<file path="src/rtl/l2_ctrl_pkg.sv">
// Shared types and defaults for the lint-slave L2 bank controller.
package l2_ctrl_pkg;

   localparam logic [31:0] DEF_BASE_ADDR = 32'h1C00_0000;
   localparam logic [31:0] DEF_ERR_RDATA = 32'hBADC_AB1E;

   typedef enum logic [0:0] {
      ST_INIT = 1'b0,
      ST_RUN  = 1'b1
   } state_e;

   // addr holds the full word offset; the top keeps only the low AW bits.
   typedef struct packed {
      logic        valid;
      logic        in_range;
      logic        wen;
      logic [29:0] addr;
      logic [31:0] wdata;
      logic [3:0]  be;
   } s1_t;

   typedef struct packed {
      logic valid;
      logic in_range;
      logic wen;
   } s2_t;

   localparam s1_t S1_RST = '{valid: 1'b0, in_range: 1'b0, wen: 1'b1,
                              addr: '0, wdata: '0, be: '0};
   localparam s2_t S2_RST = '{valid: 1'b0, in_range: 1'b0, wen: 1'b1};

endpackage

</file>
<file path="src/rtl/l2_init_sweeper.sv">
// Post-reset zero sweep: walks every word index once, then raises done.
module l2_init_sweeper #(
   parameter int unsigned AW            = 15,
   parameter bit          INIT_ON_RESET = 1'b1
) (
   input  logic          clk_i,
   input  logic          rst_i,
   output logic          sweep_o,
   output logic [AW-1:0] idx_o,
   output logic          last_o
);

   logic [AW-1:0] idx_q, idx_d;
   logic          done_q, done_d;

   always_comb begin
      idx_d  = idx_q;
      done_d = done_q;
      if (!done_q) begin
         idx_d = idx_q + AW'(1);
         if (&idx_q) done_d = 1'b1;
      end
   end

   always_ff @(posedge clk_i) begin
      if (rst_i) begin
         idx_q  <= '0;
         done_q <= !INIT_ON_RESET;
      end else begin
         idx_q  <= idx_d;
         done_q <= done_d;
      end
   end

   // Held off while reset is asserted so the bank sees no strobes during reset.
   assign sweep_o = ~done_q & ~rst_i;
   assign idx_o   = idx_q;
   assign last_o  = sweep_o & (&idx_q);

endmodule

</file>
<file path="src/rtl/lint_l2_bank_ctrl.sv">
// Lint-slave bank controller: range check, two-stage pipeline to a single-port SRAM.
module lint_l2_bank_ctrl
   import l2_ctrl_pkg::*;
#(
   parameter int unsigned BANK_WORDS    = 32768,
   parameter logic [31:0] BASE_ADDR     = DEF_BASE_ADDR,
   parameter bit          INIT_ON_RESET = 1'b1,
   parameter logic [31:0] ERR_RDATA     = DEF_ERR_RDATA,
   localparam int unsigned AW           = $clog2(BANK_WORDS)
) (
   input  logic          clk_i,
   input  logic          rst_i,
   input  logic          lint_req_i,
   input  logic [31:0]   lint_add_i,
   input  logic          lint_wen_i,
   input  logic [31:0]   lint_wdata_i,
   input  logic [3:0]    lint_be_i,
   output logic          lint_gnt_o,
   output logic          lint_r_valid_o,
   output logic [31:0]   lint_r_rdata_o,
   output logic          lint_r_opc_o,
   input  logic          stall_i,
   output logic          mem_csn_o,
   output logic          mem_wen_o,
   output logic [AW-1:0] mem_addr_o,
   output logic [31:0]   mem_wdata_o,
   output logic [3:0]    mem_be_o,
   input  logic [31:0]   mem_rdata_i,
   output logic          init_done_o,
   output logic [15:0]   err_cnt_o
);

   localparam logic [31:0] BANK_BYTES = 32'(BANK_WORDS) << 2;

   state_e        state_q, state_d;
   s1_t           s1_q, s1_d;
   s2_t           s2_q, s2_d;
   logic [15:0]   err_cnt_q, err_cnt_d;
   logic [31:0]   off;
   logic          sweep;
   logic [AW-1:0] sweep_idx;
   logic          sweep_last;
   logic          unused_bits;

   l2_init_sweeper #(
      .AW            (AW),
      .INIT_ON_RESET (INIT_ON_RESET)
   ) u_sweeper (
      .clk_i   (clk_i),
      .rst_i   (rst_i),
      .sweep_o (sweep),
      .idx_o   (sweep_idx),
      .last_o  (sweep_last)
   );

   assign lint_gnt_o = lint_req_i & (state_q == ST_RUN) & ~stall_i;

   // Below-base addresses wrap to a huge offset and fail the same compare.
   assign off = lint_add_i - BASE_ADDR;

   always_comb begin
      state_d = state_q;
      if (state_q == ST_INIT && sweep_last) state_d = ST_RUN;

      s1_d       = s1_q;
      s1_d.valid = lint_gnt_o;
      if (lint_gnt_o) begin
         s1_d.in_range = (off < BANK_BYTES);
         s1_d.wen      = lint_wen_i;
         s1_d.addr     = off[31:2];
         s1_d.wdata    = lint_wdata_i;
         s1_d.be       = lint_be_i;
      end

      s2_d = '{valid: s1_q.valid, in_range: s1_q.in_range, wen: s1_q.wen};

      err_cnt_d = err_cnt_q;
      if (s2_q.valid && !s2_q.in_range && err_cnt_q != 16'hFFFF)
         err_cnt_d = err_cnt_q + 16'd1;
   end

   always_ff @(posedge clk_i) begin
      if (rst_i) begin
         state_q   <= INIT_ON_RESET ? ST_INIT : ST_RUN;
         s1_q      <= S1_RST;
         s2_q      <= S2_RST;
         err_cnt_q <= '0;
      end else begin
         state_q   <= state_d;
         s1_q      <= s1_d;
         s2_q      <= s2_d;
         err_cnt_q <= err_cnt_d;
      end
   end

   always_comb begin
      if (sweep) begin
         mem_csn_o   = 1'b0;
         mem_wen_o   = 1'b0;
         mem_addr_o  = sweep_idx;
         mem_wdata_o = '0;
         mem_be_o    = 4'hF;
      end else begin
         mem_csn_o   = ~(s1_q.valid & s1_q.in_range);
         mem_wen_o   = s1_q.wen;
         mem_addr_o  = s1_q.addr[AW-1:0];
         mem_wdata_o = s1_q.wdata;
         mem_be_o    = s1_q.be;
      end
   end

   always_comb begin
      lint_r_rdata_o = '0;
      if (s2_q.valid) begin
         if (!s2_q.in_range)  lint_r_rdata_o = ERR_RDATA;
         else if (s2_q.wen)   lint_r_rdata_o = mem_rdata_i;
      end
   end

   assign lint_r_valid_o = s2_q.valid;
   assign lint_r_opc_o   = s2_q.valid & ~s2_q.in_range;
   assign init_done_o    = (state_q == ST_RUN);
   assign err_cnt_o      = err_cnt_q;

   // Byte-lane bits and the word-offset bits above the bank depth are not needed.
   assign unused_bits = ^{off[1:0], s1_q.addr};

endmodule
</file>
<file path="config.mk">
export PLATFORM = sky130hd
export DESIGN_NAME = lint_l2_bank_ctrl
export DESIGN_NICKNAME = d
export VERILOG_FILES = /design/src/rtl/l2_ctrl_pkg.sv /design/src/rtl/l2_init_sweeper.sv /design/src/rtl/lint_l2_bank_ctrl.sv
export SDC_FILE = /design/constraint.sdc
export NUM_CORES = 1
export LEC_CHECK = 0
export ABC_AREA = 1
export CAP_MARGIN = 40
export CORE_MARGIN = 4
export CORE_UTILIZATION = 30
export CTS_CLUSTER_SIZE = 25
export DETAILED_ROUTE_END_ITERATION = 10
export PLACE_DENSITY = 0.64
export SLEW_MARGIN = 15
export SYNTH_ARGS = -nofsm -noshare
export SYNTH_HDL_FRONTEND = slang
export SYNTH_SLANG_ARGS = --single-unit
</file>
<file path="constraint.sdc">
create_clock -name clk_i -period 3 [get_ports clk_i]
set_clock_uncertainty 0.2 [all_clocks]
set_input_delay 0.75 -clock clk_i [delete_from_list [all_inputs] [get_ports clk_i]]
set_output_delay 0.75 -clock clk_i [all_outputs]
set_load 0.02 [all_outputs]
</file>
Word-level counts from Yosys, hierarchy flattened
Cells that the tools add are included.
{ "totals": {"reg_bits": 90, "in_bits": 105, "output_inout_bits": 105, "elab_cells": 45} }
{ "classes": {"n_addsub": 3, "order_cmp": 1, "n_eq_ne": 1, "mux": 10, "bitwise": 12, "reduce_logical": 5} }
{ "op_table": {"columns": ["operator", "n"], "rows": [
  ["$mux W32", 4],
  ["$lt A32 B18 Y1 const B", 1],
  ["$sub A32 B29 Y32 const B", 1],
  ["$add A16 B1 Y16 const B", 1],
  ["$ne A16 B16 Y1 const B", 1],
  ["$add A15 B1 Y15 const B", 1],
  ["$mux W15", 1],
  ["$reduce_and A15 Y1", 1],
  ["$and A1 B1 Y1", 6],
  ["$not A1 Y1", 6],
  ["$mux W1", 4],
  ["$mux W4", 1],
  ["$logic_and A1 B1 Y1", 3],
  ["$logic_not A1 Y1", 1]
]} }

Logic depth before layout (Yosys ltp)
Gate-level depths: netlist of the first run.
{ "depth": {"depth_word": 4, "depth_mapped": 10, "ltp_nobuf": 10} }

Cells and area by module
Synthesis of the first run repeated with hierarchy kept, for this count alone.
{ "hier_totals": {"hier_cells": 684, "hier_area_um2": 4461.8} }
{ "modules_own_cells": {"columns": ["module", "instances", "cells_each", "area_each_um2", "seq_area_each_um2"], "rows": [
  ["lint_l2_bank_ctrl", 1, 562, 3626.0, 1481.4],
  ["l2_init_sweeper", 1, 122, 835.8, 320.3]
]} }

Worst setup path after synthesis of the first run
OpenSTA, ideal clock, no wires.
{ "synth_timing": {"path_kind": "input port to output port", "from": "input rst_i", "to": "output mem_addr_o[0]", "arrival_time_ps": 1931, "required_ps": 2050, "setup_slack_ps": 119, "path_stages": 5, "path_buffers": 2, "path_cell_list": "clkbuf_1 > nor2_1 > inv_2 > clkbuf_1 > o21ai_0"} }
{ "synth_between": {"elab_chain_len": 3} }
{ "synth_rtl": {"columns": ["item", "line_no", "source"], "rows": [
  ["from (decl)", "lint_l2_bank_ctrl.sv:12", "input logic rst_i,"],
  ["$not A1 Y1", "l2_init_sweeper.sv:36", "assign sweep_o = ~done_q & ~rst_i;"],
  ["$and A1 B1 Y1", "l2_init_sweeper.sv:36", null],
  ["$mux W15", "lint_l2_bank_ctrl.sv:97", "if (sweep) begin"],
  ["to (decl)", "lint_l2_bank_ctrl.sv:25", "output logic [AW-1:0] mem_addr_o,"]
]} }
Every way passes these cells.

Final worst setup path of the first run
{ "layout_timing": {"from": "input rst_i", "to": "output mem_wdata_o[21]"} }
{ "layout_between": {"elab_chain_len": 3} }
{ "layout_rtl": {"columns": ["item", "line_no", "source"], "rows": [
  ["$not A1 Y1", "l2_init_sweeper.sv:36", null],
  ["$and A1 B1 Y1", "l2_init_sweeper.sv:36", null],
  ["$mux W32", "lint_l2_bank_ctrl.sv:97", null],
  ["to (decl)", "lint_l2_bank_ctrl.sv:26", "output logic [31:0] mem_wdata_o,"]
]} }
Every way passes these cells.

==> run_results.csv, run 1 <==
group,metric,value,unit
logic_synthesis,ys_seq_elements,90,
logic_synthesis,yosysSeqAreaShare,0.416,
placed_design,port_buffers,207,
logic_synthesis,synth_edf_count,0,
logic_synthesis,ys.flop_type,"dfxtp_1",
route,via_per_inst,4.45,
logic_synthesis,synth.top_cell.area_share,0.416,
sta,finalCritPeriodShare,0.989,
logic_synthesis,syn_avg_cell_area,6.46,µm²
floorplan,die_w,128,µm
critical_path,startpoint_type,"input port",
logic_synthesis,synthTopCellsByArea,"dfxtp_1 (42%), nor2_1 (12%), nand2_1 (11%)",
floorplan,core.rowCount,43,
power_and_ir_drop,leakage,3.05,nW
placed_design,dp_slack,-375,ps
sta,max_slew.worst_pin.slew,376,ps
global_route,grt_pass1_wl,21500,µm
sta,fin_setup_tns,0,ps
route,vias,4672,
floorplan,die_h,128,µm
critical_path,r2r_slack,1100,ps
finish,diodes,0,
critical_path,critPathMaxFanout,41,
route,drt_wl_total,13600,µm
min_path,hold_class,"register to register",
critical_path,setup.worst_path.end,"mem_wdata_o[21]",
clock_network,cts_sinks,90,
sta,whs,223,ps
sta,layout_setup_ws,31.8,ps
critical_path,cp-end-kind,"output pin",
logic_synthesis,synth.net_count,777,
global_route,antenna_found_initial,0,
floorplan,pin_count,210,
finish,layout-drive-gt1-share,0.0677,
global_route,grt_pass1_vias,4411,
clock_network,htreeDepth,3,
global_route,grt-ovfl-total,0,
route,ant_nets,0,
global_route,use_met1,0.204,
power_and_ir_drop,ir_drop,219,µV
logic_synthesis,yosysMostFrequentCell,"nor2_1",
critical_path,worstSetupPathType,"input port to output pin",
flow_run,drv_cap,0,
route,drt_pass1_iterations,4,
sta,max_clock_freq,337,MHz
sta,relSlewSlack,0.749,
placed_design,hpwl,10100,µm
clock_network,clkSlewWorstSetupHoldPaths,60,ps
global_route,grt_util_met3,0.0633,
global_route,grt_use_total,0.162,
logic_synthesis,ys_async_sr_fraction,0,
logic_synthesis,syn_inst,670,
logic_synthesis,syn_area,4330,µm²
route,route.detailed.drc,0,
logic_synthesis,synth_common_cells,"nor2_1 (138), nand2_1 (125), dfxtp_1 (90), inv_1 (82), o21ai_0 (78)",
logic_synthesis,ys_types,27,
placed_design,gp_congestion,0.805,
sta,drv_slew,0,
global_route,grt_max_degree,71,
clock_network,cts_made_buffers,9,
route,wl_per_cell,12.9,µm
clock_network,postCtsSetupRepairBufs,0,
logic_synthesis,ys_warn_count,0,
critical_path,worstReg2RegEnd,"err_cnt_o[7]",
clock_network,ctsRootBufferMaster,"clkbuf_16",
critical_path,worstPathRequired,2050,ps
clock_network,ctsHoldBuffers,0,
floorplan,start_util,0.309,
global_route,top_usage_layer,"met2",
sta,layout_min_cycle_time,2970,ps
logic_synthesis,synth_top_area_cell,"dfxtp_1",
clock_network,cts_tree,"built",
clock_network,clk_latency,340,ps
global_route,use_met2,0.259,
finish,area.sequential,1800,µm²
placed_design,dp_cells,1035,
route,drtIter0Drc,253,
run_status,run_status,"completed",
floorplan,fp.dieArea,16400,µm²
finish,final_cells,1051,
finish,syn_to_final_growth,59.9,%
power_and_ir_drop,powerDensity,372,nW/µm²
finish,fillers,1480,
sta,hold_viol_final,0,
critical_path,r2r_cells,9,
clock_network,clock_path_buffers,2,
critical_path,rr_startpoint,"err_cnt_o[0]",
sta,finalSetupViolations,0,
finish,fin_nets,973,
floorplan,core_area,14000,µm²
finish,multiInputGateArea,2070,µm²
critical_path,startpoint,"rst_i",
critical_path,critPathArrivalTime,2020,ps
[sequential cells by signal, indices dropped and copies added, names as in the netlist]
register and flops:
s1_q 54, u_sweeper.done_q 1, s2_q 2, lint_r_valid_o 1, init_done_o 1, u_sweeper.idx_o 15
err_cnt_o 16
[per-stage QoR]
stage           util  total power [W]  cell area, µm²
2_1_floorplan      -          0.00129            4330
3_3_place_gp   0.474          0.00145            6620
3_5_place_dp   0.474          0.00145            6620
4_1_cts        0.491          0.00262            6870
5_1_grt        0.495          0.00269            6920
6_report       0.495          0.00257            6920
[critical path, stage by stage]
cell and delay (ps):
dlygate4sd2_1 270, nor2_4 60, buf_12 190, nor2_1 100, clkdlybuf4s50_1 630
[layout make-up]
class / instances / share of cell area
Inverter: 84 / 0.0457
Clock inverter: 6 / 0.00940
Timing Repair Buffer: 221 / 0.319
Clock buffer: 10 / 0.0345
Multi-Input combinational cell: 460 / 0.298
Tap cell: 180 / 0.0325
Sequential cell: 90 / 0.260
[power by group]
part           internal, W  switching (W)  leakage (nW)
combinational     0.000143      0.0000779          2.18
clock             0.000670       0.000482         0.149
sequential         0.00120     0.00000317         0.725
total              0.00201       0.000563          3.05
[routing by layer]
metal | vias up | part of all wire | routed length, µm
met5 | - | 0 | 0
met4 | 0 | 0.010 | 140
met3 | 9 | 0.095 | 1290
met2 | 151 | 0.45 | 6080
met1 | 2018 | 0.45 | 6080
li1 | 2494 | - | -
[kinds of logic (layout without fill, tap and decap cells)]
group / after synthesis / after routing / synth area share
AOI/OAI and AO/OA: 133 / 133 / 0.157
xor gates and xnor gates: 6 / 6 / 0.0121
adders and majority gates: 2 / 2 / 0.00578
buffers and inverters: 120 / 321 / 0.109
DFF: 90 / 90 / 0.416
and+or+nand+nor: 319 / 319 / 0.300
[cell usage in the layout (no fill, tap or decap), types with 9 or more instances in the layout]
cell and n:
nand3_1 30, buf_4 10, nor3_1 9, o21ai_0 78, dfxtp_1 90, nor2_1 136
nand2_1 125, clkdlybuf4s50_1 166, dlymetal6s2s_1 18, a21oi_1 51, inv_1 80, dlygate4sd2_1 11
buf_2 9, clkbuf_16 9
[worst min path at each step]
| stage | start | endpoint | cells past startpoint |
|---|---|---|---|
| 6_report | s1_q[68] | lint_r_valid_o | 2 |
| 5_1_grt | s1_q[68] | lint_r_valid_o | 2 |
| 4_1_cts | s1_q[68] | lint_r_valid_o | 2 |
| 3_5_place_dp | s1_q[68] | lint_r_valid_o | 2 |
| 3_3_place_gp | s1_q[68] | lint_r_valid_o | 2 |
| 2_1_floorplan | s1_q[68] | lint_r_valid_o | 2 |
[repair_timing]
item | CTS | global route
gates cloned | 0 | 0
resized for setup | 66 | 19
setup endpoints to repair | 54 | 24
pin swaps | 0 | 0
Note: power is estimated with default switching activity, not from simulation.
==> inputs of run 2 (changes only) <==
--- a/config.mk
+++ b/config.mk
@@ -7,11 +7,11 @@
 export LEC_CHECK = 0
 export ABC_AREA = 1
 export CAP_MARGIN = 40
-export CORE_MARGIN = 4
-export CORE_UTILIZATION = 30
+export CORE_MARGIN = 5
+export CORE_UTILIZATION = 44
 export CTS_CLUSTER_SIZE = 25
 export DETAILED_ROUTE_END_ITERATION = 10
-export PLACE_DENSITY = 0.64
+export PLACE_DENSITY = 0.88
 export SLEW_MARGIN = 15
 export SYNTH_ARGS = -nofsm -noshare
 export SYNTH_HDL_FRONTEND = slang
==> run 2 against run 1 <==
Global-route usage increased by 5.5 points. Power is 14% lower. Combinational power up 5%. Routed wire length down 1.3%. Worst hold slack better by 11 ps. Sequential power barely moved. Largest power group unchanged. Highest routed layer unchanged.
==> run_results.csv, run 2 (synthesis results as in run 1) <==
group,metric,value,unit
run_status,run_status,"completed",
placed_design,dp_slack,-369,ps
floorplan,core_area,9680,µm²
route,via_per_inst,4.79,
sta,finalSetupViolations,0,
global_route,antenna_found_initial,0,
clock_network,postCtsSetupRepairBufs,0,
critical_path,worstPathRequired,2050,ps
floorplan,start_util,0.447,
critical_path,worstSetupPathType,"input port to output pin",
clock_network,cts_tree,"built",
finish,fillers,825,
placed_design,dp_cells,990,
clock_network,htreeDepth,3,
finish,final_cell_mix,"clkdlybuf4s50_1 (156), nor2_1 (136), nand2_1 (125), dfxtp_1 (90), inv_1 (81)",
critical_path,cp-end-kind,"output pin",
global_route,grt-ovfl-total,0,
route,wl_per_cell,13.3,µm
power_and_ir_drop,ir_drop,272,µV
power_and_ir_drop,leakage,2.94,nW
finish,layout-drive-gt1-share,0.0607,
finish,top_register,"s1_q",
flow_run,drv_cap,0,
power_and_ir_drop,power,0.00222,W
finish,diodes,0,
clock_network,cts_made_buffers,9,
clock_network,ctsHoldBuffers,0,
clock_network,ctsRootBufferMaster,"clkbuf_8",
sta,layout_setup_ws,38.0,ps
floorplan,pin_count,210,
floorplan,core.rowCount,36,
global_route,grt_use_total,0.218,
critical_path,startpoint_type,"input port",
clock_network,clkSlewWorstSetupHoldPaths,80,ps
route,route.detailed.drc,0,
global_route,grt_pass1_wl,20800,µm
route,drt_pass1_iterations,4,
global_route,grt_pass1_vias,4547,
finish,final_common_cell,"clkdlybuf4s50_1",
global_route,grt_max_degree,62,
power_and_ir_drop,powerDensity,329,nW/µm²
sta,finalCritPeriodShare,0.987,
floorplan,die_w,109,µm
placed_design,gp_congestion,0.867,
floorplan,die_h,109,µm
clock_network,clock_path_buffers,2,
critical_path,critPathArrivalTime,2010,ps
sta,max_clock_freq,338,MHz
sta,rsz0062_at_grt,"yes",
finish,syn_to_final_growth,56.1,%
sta,max_slew.worst_pin.slew,644,ps
route,drt_wl_total,13400,µm
route,drtIter0Drc,240,
clock_network,clk_latency,340,ps
sta,relSlewSlack,0.570,
critical_path,critPathMaxFanout,1,
finish,final_cells,1006,
route,vias,4819,
finish,largest_reg_flops,54,
sta,drv_slew,0,
placed_design,hpwl,10200,µm
clock_network,cts_sinks,90,
sta,hold_viol_final,0,
placed_design,port_buffers,207,
finish,fin_nets,976,
route,ant_nets,0,
min_path,hold_class,"register to register",
floorplan,fp.dieArea,11900,µm²
sta,layout_min_cycle_time,2960,ps
[run 2: cell count changes in the layout (fill, tap and decap cells not counted), moves of 3 or more]
| cell | previous run | this run |
|---|---|---|
| buf_2 | 9 | 4 |
| dlymetal6s2s_1 | 18 | 7 |
| dlygate4sd2_1 | 11 | 37 |
| clkbuf_16 | 9 | 0 |
| clkbuf_8 | 1 | 9 |
| buf_4 | 10 | 13 |
| clkdlybuf4s50_1 | 166 | 156 |
[run 2: path summary, 6_finish.rpt]
kind / start / end / slack (ps) / cells past startpoint
worst max-delay path: mem_rdata_i[25] / lint_r_rdata_o[25] / 40 / 4
worst min-delay path: s1_q[68] / lint_r_valid_o / 230 / 2
worst max register to register: init_done_o / s1_q[33] / 1020 / 7
worst min register to register: s1_q[68] / lint_r_valid_o / 230 / 2
[run 2: repair_timing]
action                     CTS  global route
gates cloned                 1             0
hold endpoints to repair     0             0
setup endpoints to repair   54            23
gates resized for setup     68             8
[run 2: final cells by class]
type                    instances  area, µm²  area share
clock inverters                 4       51.3     0.00759
inverters                      84        317      0.0468
well taps                     133        166      0.0246
clock buffers                  11        131      0.0194
repair buffers                224       2220       0.329
multi-input cells             460       2070       0.306
flip-flops and latches         90       1800       0.267
[run 2: routing by layer]
layer / up-vias / track usage / wire length, µm
met2: 169 / 0.370 / 6320
met3: 8 / 0.0740 / 1350
met1: 2147 / 0.268 / 5630
li1: 2495 / - / -
met5: - / 0 / 0
met4: 0 / 0.0463 / 104
[run 2: critical path: stages]
cell,delay [ps]
clkdlybuf4s50_1,450
nand3_1,80
nand2_1,110
clkdlybuf4s50_1,620
[run 2: stage by stage]
step	setup TNS (ps)	util	area (µm²)	hold slack [ps]
2_1_floorplan	0	-	4330	203
3_3_place_gp	-12940	0.680	6590	209
3_5_place_dp	-13580	0.680	6590	222
4_1_cts	0	0.696	6740	238
5_1_grt	-197	0.698	6760	265
6_report	0	0.698	6760	233
[run 2: power breakdown]
group / total [W] / internal, W / switching, W
combinational: 0.000231 / 0.000151 / 0.0000797
clock: 0.000793 / 0.000384 / 0.000409
sequential: 0.00120 / 0.00120 / 0.00000311
total: 0.00222 / 0.00173 / 0.000492
==> inputs of run 3 (changes only) <==
--- a/config.mk
+++ b/config.mk
@@ -11,6 +11,8 @@
 export CORE_UTILIZATION = 44
 export CTS_CLUSTER_SIZE = 25
 export DETAILED_ROUTE_END_ITERATION = 10
+export GPL_TIMING_DRIVEN = 1
+export HOLD_SLACK_MARGIN = 0.06
 export PLACE_DENSITY = 0.88
 export SLEW_MARGIN = 15
 export SYNTH_ARGS = -nofsm -noshare
==> results of run 3 <==
Final layout, timing and power as in run 2 (identical DEF).
